==> src/rtl/freq_pkg.sv <==
// Shared constants and FSM encoding for the frequency control / sweep block.
package freq_pkg;

  localparam int unsigned CLK_FREQ_HZ  = 100_000_000;
  localparam int unsigned SCALE_Q_DFLT = 10995116;
  localparam int unsigned FRAC_W_DFLT  = 8;

  typedef enum logic [1:0] {
    ST_IDLE  = 2'd0,
    ST_FIXED = 2'd1,
    ST_SWEEP = 2'd2,
    ST_DONE  = 2'd3
  } state_t;

endpackage

==> src/rtl/ftw_conv.sv <==
// Two-stage code-to-FTW converter: full-width multiply, then round-half-up and shift.
module ftw_conv
  import freq_pkg::*;
#(
  parameter int          CTL_W   = 12,
  parameter int          FTW_W   = 32,
  parameter int unsigned SCALE_Q = SCALE_Q_DFLT,
  parameter int          FRAC_W  = FRAC_W_DFLT
) (
  input  logic             clk,
  input  logic             rst_n,
  input  logic [CTL_W-1:0] i_code,
  input  logic             i_vld,
  output logic [FTW_W-1:0] o_ftw,
  output logic             o_vld
);

  localparam int SQ_W   = $clog2(SCALE_Q + 1);
  localparam int PROD_W = CTL_W + SQ_W;
  localparam int SUM_W  = PROD_W + FTW_W + 1;
  localparam logic [SUM_W-1:0] RND = (FRAC_W > 0) ? (SUM_W'(1) << (FRAC_W - 1)) : '0;

  logic [PROD_W-1:0] r_prod_p1;
  logic              r_vld_p1;
  logic [FTW_W-1:0]  r_ftw_p2;
  logic              r_vld_p2;

  function automatic logic [FTW_W-1:0] round_shift(input logic [PROD_W-1:0] p);
    logic [SUM_W-1:0] s;
    s = SUM_W'(p) + RND;
    return FTW_W'(s >> FRAC_W);
  endfunction

  // stage 1: multiply
  always_ff @(posedge clk) begin
    if (i_vld) r_prod_p1 <= PROD_W'(i_code) * PROD_W'(SCALE_Q);
  end

  always_ff @(posedge clk or negedge rst_n) begin
    if (!rst_n) begin
      r_vld_p1 <= 1'b0;
      r_vld_p2 <= 1'b0;
      r_ftw_p2 <= '0;
    end else begin
      r_vld_p1 <= i_vld;
      // stage 2: round and shift; the output holds between updates
      r_vld_p2 <= r_vld_p1;
      if (r_vld_p1) r_ftw_p2 <= round_shift(r_prod_p1);
    end
  end

  assign o_ftw = r_ftw_p2;
  assign o_vld = r_vld_p2;

endmodule

==> src/rtl/freq_ctl_sweep.sv <==
// Fixed-frequency / linear-sweep tuning word generator with a dwell-timed code stepper.
module freq_ctl_sweep
  import freq_pkg::*;
#(
  parameter int          CTL_W   = 12,
  parameter int          FTW_W   = 32,
  parameter int unsigned SCALE_Q = SCALE_Q_DFLT,
  parameter int          FRAC_W  = FRAC_W_DFLT,
  parameter int          DWELL_W = 16
) (
  input  logic               clk,
  input  logic               rst_n,
  input  logic               mode,
  input  logic               load_valid,
  output logic               load_ready,
  input  logic [CTL_W-1:0]   freq_ctl,
  input  logic [CTL_W-1:0]   stop_ctl,
  input  logic [CTL_W-1:0]   step_ctl,
  input  logic [DWELL_W-1:0] dwell,
  output logic [FTW_W-1:0]   freq_ctl_data,
  output logic               ftw_valid,
  output logic               sweep_busy,
  output logic               sweep_done
);

  logic               r_rst_meta;
  logic               r_rst_sync;
  state_t             r_state;
  logic [DWELL_W-1:0] r_cnt;
  logic               r_busy;
  logic               r_done;
  logic               r_ready;
  logic [CTL_W-1:0]   r_cur;
  logic [CTL_W-1:0]   r_stop;
  logic [CTL_W-1:0]   r_step;
  logic [DWELL_W-1:0] r_dwell;

  logic               w_rst_n;
  logic               w_accept;
  logic [CTL_W:0]     w_sum;
  logic               w_end;
  logic               w_tick;
  logic               w_inj_vld;
  logic [CTL_W-1:0]   w_inj_code;

  // reset asserts immediately, releases two clocks after rst_n rises
  always_ff @(posedge clk or negedge rst_n) begin
    if (!rst_n) begin
      r_rst_meta <= 1'b0;
      r_rst_sync <= 1'b0;
    end else begin
      r_rst_meta <= 1'b1;
      r_rst_sync <= r_rst_meta;
    end
  end

  assign w_rst_n    = r_rst_sync;
  assign w_accept   = load_valid && r_ready;
  assign w_sum      = {1'b0, r_cur} + {1'b0, r_step};
  assign w_end      = w_sum[CTL_W] || (w_sum[CTL_W-1:0] > r_stop);
  assign w_tick     = (r_state == ST_SWEEP) && (r_cnt == r_dwell);
  assign w_inj_vld  = w_accept || (w_tick && !w_end);
  assign w_inj_code = w_accept ? freq_ctl : w_sum[CTL_W-1:0];

  always_ff @(posedge clk) begin
    if (w_accept && mode) begin
      r_cur   <= freq_ctl;
      r_stop  <= stop_ctl;
      r_step  <= step_ctl;
      r_dwell <= dwell;
    end else if (w_tick && !w_end) begin
      r_cur <= w_sum[CTL_W-1:0];
    end
  end

  always_ff @(posedge clk or negedge w_rst_n) begin
    if (!w_rst_n) begin
      r_state <= ST_IDLE;
      r_cnt   <= '0;
      r_busy  <= 1'b0;
      r_done  <= 1'b0;
      r_ready <= 1'b1;
    end else begin
      r_done <= 1'b0;
      if (w_accept) begin
        r_cnt <= '0;
        if (mode) begin
          r_state <= ST_SWEEP;
          r_busy  <= 1'b1;
          r_ready <= 1'b0;
        end else begin
          r_state <= ST_FIXED;
          r_busy  <= 1'b0;
          r_ready <= 1'b1;
        end
      end else begin
        case (r_state)
          ST_SWEEP: begin
            if (w_tick) begin
              r_cnt <= '0;
              if (w_end) begin
                r_state <= ST_DONE;
                r_busy  <= 1'b0;
                r_done  <= 1'b1;
              end
            end else begin
              r_cnt <= r_cnt + 1'b1;
            end
          end
          // ready is withheld during the sweep_done cycle itself
          default: r_ready <= 1'b1;
        endcase
      end
    end
  end

  ftw_conv #(
    .CTL_W  (CTL_W),
    .FTW_W  (FTW_W),
    .SCALE_Q(SCALE_Q),
    .FRAC_W (FRAC_W)
  ) u_conv (
    .clk   (clk),
    .rst_n (w_rst_n),
    .i_code(w_inj_code),
    .i_vld (w_inj_vld),
    .o_ftw (freq_ctl_data),
    .o_vld (ftw_valid)
  );

  assign load_ready = r_ready;
  assign sweep_busy = r_busy;
  assign sweep_done = r_done;

endmodule

==> config.mk <==
export PLATFORM = sky130hd
export DESIGN_NAME = freq_ctl_sweep
export DESIGN_NICKNAME = d
export VERILOG_FILES = /design/src/rtl/freq_pkg.sv /design/src/rtl/ftw_conv.sv /design/src/rtl/freq_ctl_sweep.sv
export SDC_FILE = /design/constraint.sdc
export NUM_CORES = 1
export LEC_CHECK = 0
export CORE_MARGIN = 1.5
export CORE_UTILIZATION = 45
export DETAILED_ROUTE_END_ITERATION = 8
export GPL_ROUTABILITY_DRIVEN = 0
export HOLD_SLACK_MARGIN = 0.06
export SYNTH_ARGS = -nofsm -noshare
export SYNTH_HDL_FRONTEND = slang
export SYNTH_SLANG_ARGS = --single-unit
==> constraint.sdc <==
create_clock -name clk -period 1.97 [get_ports clk]
set_input_delay 0.197 -clock clk [delete_from_list [all_inputs] [get_ports clk]]
set_output_delay 0.197 -clock clk [all_outputs]
set_load 0.01 [all_outputs]
; ---- Yosys cells after proc, flatten, opt, wreduce, memory -nomap -nowiden
; Cells that the tools add are included.
[classes]
n_addsub = 3
multipliers = 1
n_div = 0
magnitude_cmp = 1
eq_ne = 3
shift = 0
muxes = 23
bitwise = 0
reduce_logical = 12
[op_table]
columns = cell, n
row1 = 16-bit two-way mux, 3
row2 = 36-bit by 8-bit adder with 37-bit output (second input constant), 1
row3 = 12-bit two-way mux, 3
row4 = 12-bit by 22-bit multiplier with 34-bit output (second input constant), 1
row5 = 16-bit by 1-bit adder with 16-bit output (second input constant), 1
row6 = 16-bit == test, 1
row7 = 12-bit by 12-bit adder with 13-bit output, 1
row8 = 12-bit greater-than comparator, 1
row9 = 1-bit two-way mux, 12
row10 = 2-bit two-way mux, 5
row11 = 2-bit nonzero test, 4
row12 = 1-bit logical AND, 4
row13 = 3-bit AND reduction, 1
row14 = 2-bit == test (second input constant), 1
row15 = 1-bit logical OR, 2
row16 = 2-bit != test (second input constant), 1
row17 = 1-bit logical NOT, 1
[word_totals]
reg_bits = 143
latchBits = 0
mem_bits_rw = 0
mem_bits_ro = 0
in_bits = 56
output_inout_bits = 36
elab_cells = 58
mem_count = 0

; ---- Logic depth before layout (Yosys ltp)
; Gate-level depths: netlist (run 1).
[depth]
depth_word = 7
ltp_mapped = 31
depth_no_buf = 31

; ---- Hierarchy
; From an unflattened synthesis (run 1), not the netlist that was laid out.
[unflattened]
cells_unflattened = 1093
hier_area_um2 = 11096.9
[by_module_without_submodules]
columns = mod, n_inst, cells_per_inst, area_per_inst_um2, seq_area_each_um2
row1 = ftw_conv, 1, 737, 7181.9, 1646.6
row2 = freq_ctl_sweep, 1, 356, 3915.0, 2138.3

; ---- Worst setup path after synthesis (run 1)
; OpenSTA, ideal clock, no wires.
[synth_timing]
kind = reg2reg
start = reg r_cur[1]
end = reg u_conv.r_prod_p1[34] (data pin)
setup_ps = 258
arrival_time_ps = 6722
required_ps = 1712
setup_slack_ps = -5010
path_stages_with_launch = 30
path_buffers = 0
synth_period_minus_slack_ps = 6980
cell_sequence = edfxtp_1 -> ha_1 -> a21oi_1 -> nand4b_1 -> a31oi_1 -> o31a_1 -> o21ai_0 -> a21boi_0 -> o31ai_1 -> ha_1 -> inv_1 -> ha_1 -> or2_1 -> fa_1 -> inv_1 -> fa_1 -> inv_1 -> fa_1 -> inv_1 -> fa_1 -> inv_1 -> ha_1 -> nand2_1 -> nor2_1 -> and3_1 -> a22oi_1 -> a31oi_1 -> a211o_1 -> a21oi_1 -> xnor2_1
[synth_via]
elab_chain_len = 3
[synth_lines]
columns = element, line_no
row1 = "start, declared", freq_ctl_sweep.sv:33  ; logic [CTL_W-1:0] r_cur;
row2 = "start signal, assigned", freq_ctl_sweep.sv:67  ; r_cur <= freq_ctl;
row3 = "start signal, assigned", freq_ctl_sweep.sv:72  ; r_cur <= w_sum[CTL_W-1:0];
row4 = 12-bit by 12-bit adder with 13-bit output, freq_ctl_sweep.sv:59  ; assign w_sum = {1'b0, r_cur} + {1'b0, r_step};
row5 = 12-bit two-way mux, freq_ctl_sweep.sv:63  ; assign w_inj_code = w_accept ? freq_ctl : w_sum[CTL_W-1:0];
row6 = 12-bit by 22-bit multiplier with 34-bit output, ftw_conv.sv:36  ; if (i_vld) r_prod_p1 <= PROD_W'(i_code) * PROD_W'(SCALE_Q);
row7 = "end signal, assigned", ftw_conv.sv:36
row8 = "end, declared", ftw_conv.sv:23  ; logic [PROD_W-1:0] r_prod_p1;
; Every way passes these cells.
; A chain may end at the register's enable or synchronous reset.

; ---- Final worst setup path (run 1)
[layout_timing]
start = reg r_step[1]
end = reg u_conv.r_prod_p1[35] (data pin)
[layout_via]
elab_chain_len = 3
[layout_lines]
columns = element, line_no
row1 = "start, declared", freq_ctl_sweep.sv:35  ; logic [CTL_W-1:0] r_step;
row2 = "start signal, assigned", freq_ctl_sweep.sv:69  ; r_step <= step_ctl;
row3 = 12-bit by 12-bit adder with 13-bit output, freq_ctl_sweep.sv:59
row4 = 12-bit two-way mux, freq_ctl_sweep.sv:63
row5 = 12-bit by 22-bit multiplier with 34-bit output, ftw_conv.sv:36
; Every way passes these cells.

==> impl_metrics.yaml, run 1 <==
worst_setup_path:
  path_class: "reg -> reg"
  worstPathArrival_ns: 6.73
  crit_top_cell: "inv_2"
  crit_start: "r_step[1]"
  cp_slowest_stage_delay_ns: 0.58
  cp.required_ns: 2.14
  cp-start-kind: "register"
  cp_slowest_cell: "fa_1"
  endpoint_kind: "register"
  path_max_fanout: 4
  worstReg2RegStart: "r_step[1]"
global_routing:
  grt_pass1_vias: 9417
  antenna_found_initial: 2
  grt_max_degree: 38
  overflow: 0
  grt.total_usage_pct: 24.1
  grt_pass1_wl_um: 48000
routing:
  vias: 9093
  first_iter_violations: 474
  via_per_inst: 4.94
  drt_pass1_iterations: 5
  wl_um: 30500
  wl_per_cell_um: 16.6
  ant_nets: 0
  drc: 0
synthesis:
  synth_edf_count: 81
  synth_largest_area_cell: "edfxtp_1"
  synthCells: 1086
  synth_cell_types: 65
  avgSynthCellArea_um2: 10.2
  yosysWarnings: 0
  synth_mux_area_share_pct: 1.47
  syn_area_mm2: 0.0110
  ys_ff_latch: 135
  synth_top_family_by_area: "adder cells"
  yosysSeqAreaShare_pct: 34.3
  synth_simple_gate_area_share_pct: 11.6
  ys.flop_type: "edfxtp_1"
  synth_xor_area_share_pct: 6.97
  synth_fa_ha_area_share_pct: 29.1
  synth_compound_area_share_pct: 9.41
  synth_area_leaders: "edfxtp_1, ha_1, fa_1"
  postSynth.asyncResetShare_pct: 40.0
  synth_top_area_share_pct: 22.0
worst_hold_path:
  hold_class: "reg -> async"
timing:
  worstMarginPinSlew_ns: 0.656
  slew_viol_final: 0
  final-setup-viol-count: 96
  min_period_over_period_pct: 333
  slew_headroom_pct: 56.3
  fin_crit_ns: 6.55
  max_freq_ghz: 0.153
  fin_ws_ns: -4.58
  rsz0062_at_grt: "true"
  skew_ns: 0.0200
  hold_viol: 0
  tns_ns: -199.63
cells_and_area:
  final_common_cell: "buf_4"
  final_cell_mix: "buf_4, inv_1, clkdlybuf4s50_1, ha_1, edfxtp_1"
  multi_input_area_mm2: 0.00820
  drive_above_1_share_pct: 42.2
  area_delta_synth_final_pct: 58.0
  n_fill_cell: 1679
  fin_util_pct: 72.2
  regArea_mm2: 0.00380
  diodes: 0
  final_cells: 1839
  nNetsFinal: 1767
clock_network:
  cts_root_buf: "clkbuf_16"
  path_clk_slew_ns: 0.07
  cts.sinks: 135
  clk_latency_ns: 0.44
  cts_tree: "yes"
  htree_num_levels: 4
  clock_path_buffers: 2
  cts-buffers-inserted: 17
floorplanning:
  initial_core_util_pct: 45.7
  core_region_area_mm2: 0.0242
  io_pins: 92
  fp.dieArea_mm2: 0.0255
  num_rows: 57
  die_h_um: 160
  die_w_um: 160
outcome:
  violations: "setup timing"
  outcome: "complete, but fails checks"
placed_design:
  io_buffers: 88
  placed_cells: 1726
  hpwl_um: 21700
job:
  cap_violations: 0
## layer usage
| metal | part of all wire (%) | GRT usage (%) |
|---|---|---|
| met2 | 49 | 40.6 |
| met1 | 46 | 31.9 |
| met3 | 2.9 | 3.38 |
| met4 | 2.1 | 8.15 |
| met5 | 0 | 0 |
## cell type report
| cell class | instances | share of cell area [%] |
|---|---|---|
| Clock buffer | 18 | 2.58 |
| Clock inverter | 14 | 1.08 |
| Inverter | 188 | 4.09 |
| Multi-Input combinational cell | 749 | 47.0 |
| Sequential cell | 135 | 21.8 |
| Tap cell | 324 | 2.32 |
| Timing Repair Buffer | 411 | 21.2 |
## state kept, by name, indices dropped and copies added, names as in the netlist
signal	cells
r_rst_sync	1
r_dwell	16
r_state	2
u_conv.r_prod_p1	29
r_step	12
r_rst_meta	1
r_cnt	16
u_conv.r_vld_p1	1
u_conv.o_ftw	29
r_stop	12
sweep_busy	1
sweep_done	1
load_ready	1
r_cur	12
u_conv.o_vld	1
## logic make-up after synthesis
group / Yosys count
flip-flops: 135
AO/OA/AOI/OAI: 169
buffers and inverters: 206
AND/OR/NAND/NOR: 266
multiplexers: 15
other: 2
XOR/XNOR: 84
adder cells (fa/ha/maj): 209
## Yosys cell counts (17+ instances only)
| cell type | count |
|---|---|
| a21oi_1 | 59 |
| nand2b_1 | 19 |
| edfxtp_1 | 81 |
| nand3_1 | 26 |
| xnor2_1 | 60 |
| fa_1 | 80 |
| o21ai_0 | 43 |
| nand2_1 | 63 |
| inv_1 | 188 |
| ha_1 | 129 |
| xor2_1 | 21 |
| dfrtp_1 | 53 |
| nor2_1 | 83 |
| and3_1 | 17 |
## worst paths after layout
| path | cells past startpoint | to | slack [ns] |
|---|---|---|---|
| max | 29 | u_conv.r_prod_p1[35] | -4.58 |
| min | 0 | r_cnt[2] | 0.27 |
| max reg2reg | 29 | u_conv.r_prod_p1[35] | -4.58 |
| min reg2reg | 0 | r_cnt[2] | 0.27 |
| max in group asynchronous | 1 | u_conv.r_vld_p1 | 1.12 |
| min in group clk | 1 | r_stop[1] | 0.32 |
## metrics by stage
step	cell area (µm²)	hold slack, ns	setup WS [ns]
after floorplan	11700	-0.0986	-4.28
after global placement	14800	0.273	-4.56
after detailed placement	14800	0.286	-4.62
after CTS	16800	0.284	-4.50
after global routing	17500	0.295	-4.85
final	17500	0.267	-4.58
## timing repair
| action | 4_1_cts | 5_1_grt |
|---|---|---|
| endpoints found under the hold margin | 2 | 0 |
| setup endpoints to repair | 104 | 109 |
| buffers inserted | 60 | 35 |
| pin swaps | 143 | 116 |
| hold buffers | 1 | 0 |
| cloned | 6 | 1 |
| resized for setup | 181 | 118 |
## critical path, delay by kind of cell, from the launching register on
family	cells	cell delay, ns
compound gates	7	1.04
simple gates	6	1.03
fa+ha+maj	7	2.86
xor+xnor	2	0.37
mux	1	0.14
flops	1	0.40
buf+inv	6	0.47
Power of run 1 is left out: the tool's default activity adds up to more than one toggle a clock period on the data nets, which glitch-free logic cannot reach.
==> run 2: changes to the inputs <==
--- a/config.mk
+++ b/config.mk
@@ -7,8 +7,8 @@
 export LEC_CHECK = 0
 export CORE_MARGIN = 1.5
 export CORE_UTILIZATION = 45
+export CTS_CLUSTER_DIAMETER = 30
 export DETAILED_ROUTE_END_ITERATION = 8
-export GPL_ROUTABILITY_DRIVEN = 0
 export HOLD_SLACK_MARGIN = 0.06
 export SYNTH_ARGS = -nofsm -noshare
 export SYNTH_HDL_FRONTEND = slang
==> impl_metrics.yaml, run 2 (synthesized netlist as in run 1, its figures left out) <==
cells_and_area:
  drive_above_1_share_pct: 40.3
  area_delta_synth_final_pct: 54.3
  final_cells: 1806
  final_common_cell: "buf_4"
  diodes: 0
  final_cell_mix: "buf_4, inv_1, clkdlybuf4s50_1, edfxtp_1, ha_1"
  regArea_mm2: 0.00379
  nNetsFinal: 1734
  n_fill_cell: 1800
  multi_input_area_mm2: 0.00814
  final_area_mm2: 0.0170
global_routing:
  grt_max_degree: 39
  grt_pass1_wl_um: 45600
  grt_pass1_vias: 9125
  antenna_found_initial: 0
  grt.total_usage_pct: 22.8
  overflow: 0
outcome:
  violations: "setup timing"
  outcome: "complete, but fails checks"
worst_setup_path:
  crit_family: "adder cells"
  worstPathArrival_ns: 6.63
  cp_slowest_cell: "fa_2"
  cp.required_ns: 2.13
  crit_top_cell: "inv_2"
  endpoint_kind: "register"
  critPathBufInv: 7
  path_max_fanout: 4
  path_class: "reg -> reg"
  cp-start-kind: "register"
  cp_slowest_stage_delay_ns: 0.61
floorplanning:
  die_h_um: 160
  fp.dieArea_mm2: 0.0255
  core_region_area_mm2: 0.0242
  num_rows: 57
  die_w_um: 160
  initial_core_util_pct: 45.7
  io_pins: 92
worst_hold_path:
  hold_class: "reg -> async"
timing:
  min_period_over_period_pct: 328
  fin_crit_ns: 6.47
  fin_ws_ns: -4.50
  hold_viol: 0
  max_freq_ghz: 0.155
  final-setup-viol-count: 91
  slew_headroom_pct: 55.2
  rsz0062_at_grt: "true"
  tns_ns: -199.98
  slew_viol_final: 0
  worstMarginPinSlew_ns: 0.672
  skew_ns: 0.0159
placed_design:
  place_area_mm2: 0.0147
  hpwl_um: 21500
  gp_congestion: 0.891
  placed_cells: 1714
  io_buffers: 88
clock_network:
  clk_latency_ns: 0.42
  cts_tree: "yes"
  clock_path_buffers: 2
  cts_root_buf: "clkbuf_16"
  htree_num_levels: 4
  cts-buffers-inserted: 17
  path_clk_slew_ns: 0.07
  cts.sinks: 135
routing:
  wl_per_cell_um: 16.3
  vias: 8898
  drt_pass1_iterations: 5
  first_iter_violations: 440
  drc: 0
  wl_um: 29400
  ant_nets: 0
  via_per_inst: 4.93
job:
  cap_violations: 0
==> run 2: changes by cell type in the layout (fill, tap and decap cells not counted), moves of 4 or more <==
cell,before,now
clkbuf_16,19,24
ha_4,43,47
a21oi_2,20,16
inv_1,156,152
buf_12,12,6
buf_6,49,41
buf_4,257,238
inv_8,6,2
ha_1,85,79
==> run 2: path summary, 6_finish.rpt <==
kind | end | slack, ns | cells past startpoint | from
max | u_conv.r_prod_p1[35] | -4.50 | 29 | r_step[1]
min reg2reg | r_cnt[2] | 0.26 | 0 | r_rst_sync
min in group clk | r_dwell[0] | 0.32 | 1 | dwell[0]
min | r_cnt[2] | 0.26 | 0 | r_rst_sync
max in group asynchronous | u_conv.r_vld_p1 | 1.13 | 1 | r_rst_sync
max reg2reg | u_conv.r_prod_p1[35] | -4.50 | 29 | r_step[1]
==> run 2: final cells by class <==
type / instances / area share [%]
timing repair buffer: 378 / 19.7
clock inverter: 11 / 0.705
inverter: 188 / 4.21
tap: 324 / 2.38
clock buffer: 21 / 2.96
sequential: 135 / 22.3
multi-input combinational: 749 / 47.8
==> run 2: per-stage QoR <==
step                utilization (%)  worst slack (ns)  hold WS, ns
finish                         70.5             -4.50        0.260
global route                   70.5             -4.73        0.306
CTS                            66.8             -4.46        0.278
detailed placement             60.9             -4.65        0.268
global placement               60.9             -4.66        0.278
floorplan                         -             -4.28      -0.0986
==> run 2: timing repair <==
action,in CTS,in global routing
setup endpoints to repair,103,132
endpoints found under the hold margin,2,0
gates cloned,1,6
buffers inserted,42,32
resized for setup,105,172
hold buffers,1,0
pin swaps,82,103
==> run 2: metal layers <==
layer / track usage, % / up-vias / share of wire (%) / routed length (µm)
met5: 0 / - / 0 / 0
met4: 5.75 / 0 / 1.4 / 422
met3: 2.96 / 34 / 2.9 / 841
met2: 38.3 / 146 / 48 / 14200
met1: 31.2 / 4307 / 47 / 13900
li1: - / 4411 / - / -
Power of run 2 is left out for the same reason.
==> run 3: changes to the inputs <==
--- a/config.mk
+++ b/config.mk
@@ -5,11 +5,14 @@
 export SDC_FILE = /design/constraint.sdc
 export NUM_CORES = 1
 export LEC_CHECK = 0
+export CELL_PAD_IN_SITES_DETAIL_PLACEMENT = 1
+export CELL_PAD_IN_SITES_GLOBAL_PLACEMENT = 1
 export CORE_MARGIN = 1.5
-export CORE_UTILIZATION = 45
+export CORE_UTILIZATION = 43
 export CTS_CLUSTER_DIAMETER = 30
 export DETAILED_ROUTE_END_ITERATION = 8
 export HOLD_SLACK_MARGIN = 0.06
+export PLACE_DENSITY = 0.78
 export SYNTH_ARGS = -nofsm -noshare
 export SYNTH_HDL_FRONTEND = slang
 export SYNTH_SLANG_ARGS = --single-unit
==> constraint.sdc (replaced) <==
create_clock -name clk -period 5.6 [get_ports clk]
set_input_delay 0.56 -clock clk [delete_from_list [all_inputs] [get_ports clk]]
set_output_delay 0.56 -clock clk [all_outputs]
set_load 0.01 [all_outputs]
==> impl_metrics.yaml, run 3 (synthesized netlist as in run 1, its figures left out) <==
worst_setup_path:
  reg2reg_depth: 29
  reg2reg_to: "u_conv.r_prod_p1[35]"
  cp_slowest_stage_delay_ns: 0.53
  cp_slowest_cell: "fa_1"
  critPathBufInv: 6
  crit_start: "r_step[1]"
  worstPathArrival_ns: 7.19
  path_max_fanout: 3
  path_class: "reg -> reg"
  endpoint_kind: "register"
  crit_family: "adder cells"
  cp.depth: 29
  rrSetupSlack_ns: -1.40
  cp.required_ns: 5.78
  worstReg2RegStart: "r_step[1]"
  cp-start-kind: "register"
  endpoint: "u_conv.r_prod_p1[35]"
timing:
  slew_headroom_pct: 30.8
  slew_viol_final: 0
  fin_ws_ns: -1.40
  max_freq_ghz: 0.143
  min_period_over_period_pct: 125
  rsz0062_at_grt: "true"
  skew_ns: 0.0218
  hold_viol: 0
  final-setup-viol-count: 24
  fin_crit_ns: 7.00
  worstMarginPinSlew_ns: 1.03
routing:
  wl_per_cell_um: 24.7
  drc: 0
  vias: 9728
  met1_length_um: 16200
  wl_met3_um: 1850
  via_per_inst: 5.60
  met2WireLength_um: 22400
  wl_um: 43000
  drt_pass1_iterations: 5
  route.top_layer_used: "met4"
  ant_nets: 0
  first_iter_violations: 523
clock_network:
  htree_num_levels: 4
  clk_latency_ns: 0.46
  cts.sinks: 135
  cts_root_buf: "clkbuf_16"
  clock_path_buffers: 2
  cts-buffers-inserted: 17
  path_clk_slew_ns: 0.07
  cts_tree: "yes"
  ctsHoldBuffers: 0
global_routing:
  antenna_found_initial: 0
  grt_max_degree: 59
  overflow: 0
  grt.total_usage_pct: 28.2
  grt_pass1_wl_um: 56800
  grt_pass1_vias: 10500
floorplanning:
  die_h_um: 163
  num_rows: 58
  core_region_area_mm2: 0.0252
  io_pins: 92
  fp.dieArea_mm2: 0.0267
  die_w_um: 163
  initial_core_util_pct: 43.9
outcome:
  outcome: "complete, but fails checks"
  violations: "setup timing"
cells_and_area:
  final_common_cell: "buf_4"
  area_delta_synth_final_pct: 41.3
  nNetsFinal: 1660
  final_cell_mix: "buf_4, inv_1, ha_1, clkdlybuf4s50_1, edfxtp_1"
  diodes: 0
  final_area_mm2: 0.0156
  drive_above_1_share_pct: 31.1
placed_design:
  hpwl_um: 25500
  gp_congestion: 0.890
  io_buffers: 88
  place_area_mm2: 0.0141
job:
  cap_violations: 0
worst_hold_path:
  hold_class: "in -> async"
## run 3: layout make-up
cell class                 count  area, µm²
timing repair buffer         306       2640
sequential                   135       3790
tap                          330        413
clock buffer                  21        504
clock inverter                11       93.8
inverter                     188        718
fill                        2622       9570
multi-input combinational    747       7450
## run 3: repair_timing
item / 4_1_cts / 5_1_grt
gates resized for setup: 70 / 73
pin swaps: 43 / 54
endpoints found under the setup margin: 24 / 25
setup buffers: 22 / 18
## run 3: per-layer routing
metal	global-route usage, %	vias up
li1	-	4239
met1	32.7	4896
met2	52.4	403
met3	3.91	190
met4	10.1	0
met5	0	-
## run 3: stage by stage
step	setup TNS (ns)	hold slack, ns	instances	setup slack [ns]	util, %
after floorplan	-5.31	0.264	1088	-0.654	-
after global placement	-15.40	0.335	1669	-1.04	55.9
after detailed placement	-18.57	0.356	1669	-1.12	55.9
after CTS	-17.28	0.276	1723	-1.07	60.2
after global routing	-28.62	0.273	1738	-1.67	62.0
final	-23.58	0.276	1738	-1.40	62.0
## run 3: worst min-delay path by stage
stage / to / slack [ns] / cells past startpoint
2_1_floorplan: r_rst_meta / 0.26 / 0
3_3_place_gp: r_rst_sync / 0.34 / 0
3_5_place_dp: r_rst_sync / 0.36 / 0
4_1_cts: r_rst_meta / 0.28 / 1
5_1_grt: r_rst_meta / 0.27 / 1
6_report: r_rst_meta / 0.28 / 1
Power of run 3 is left out for the same reason.
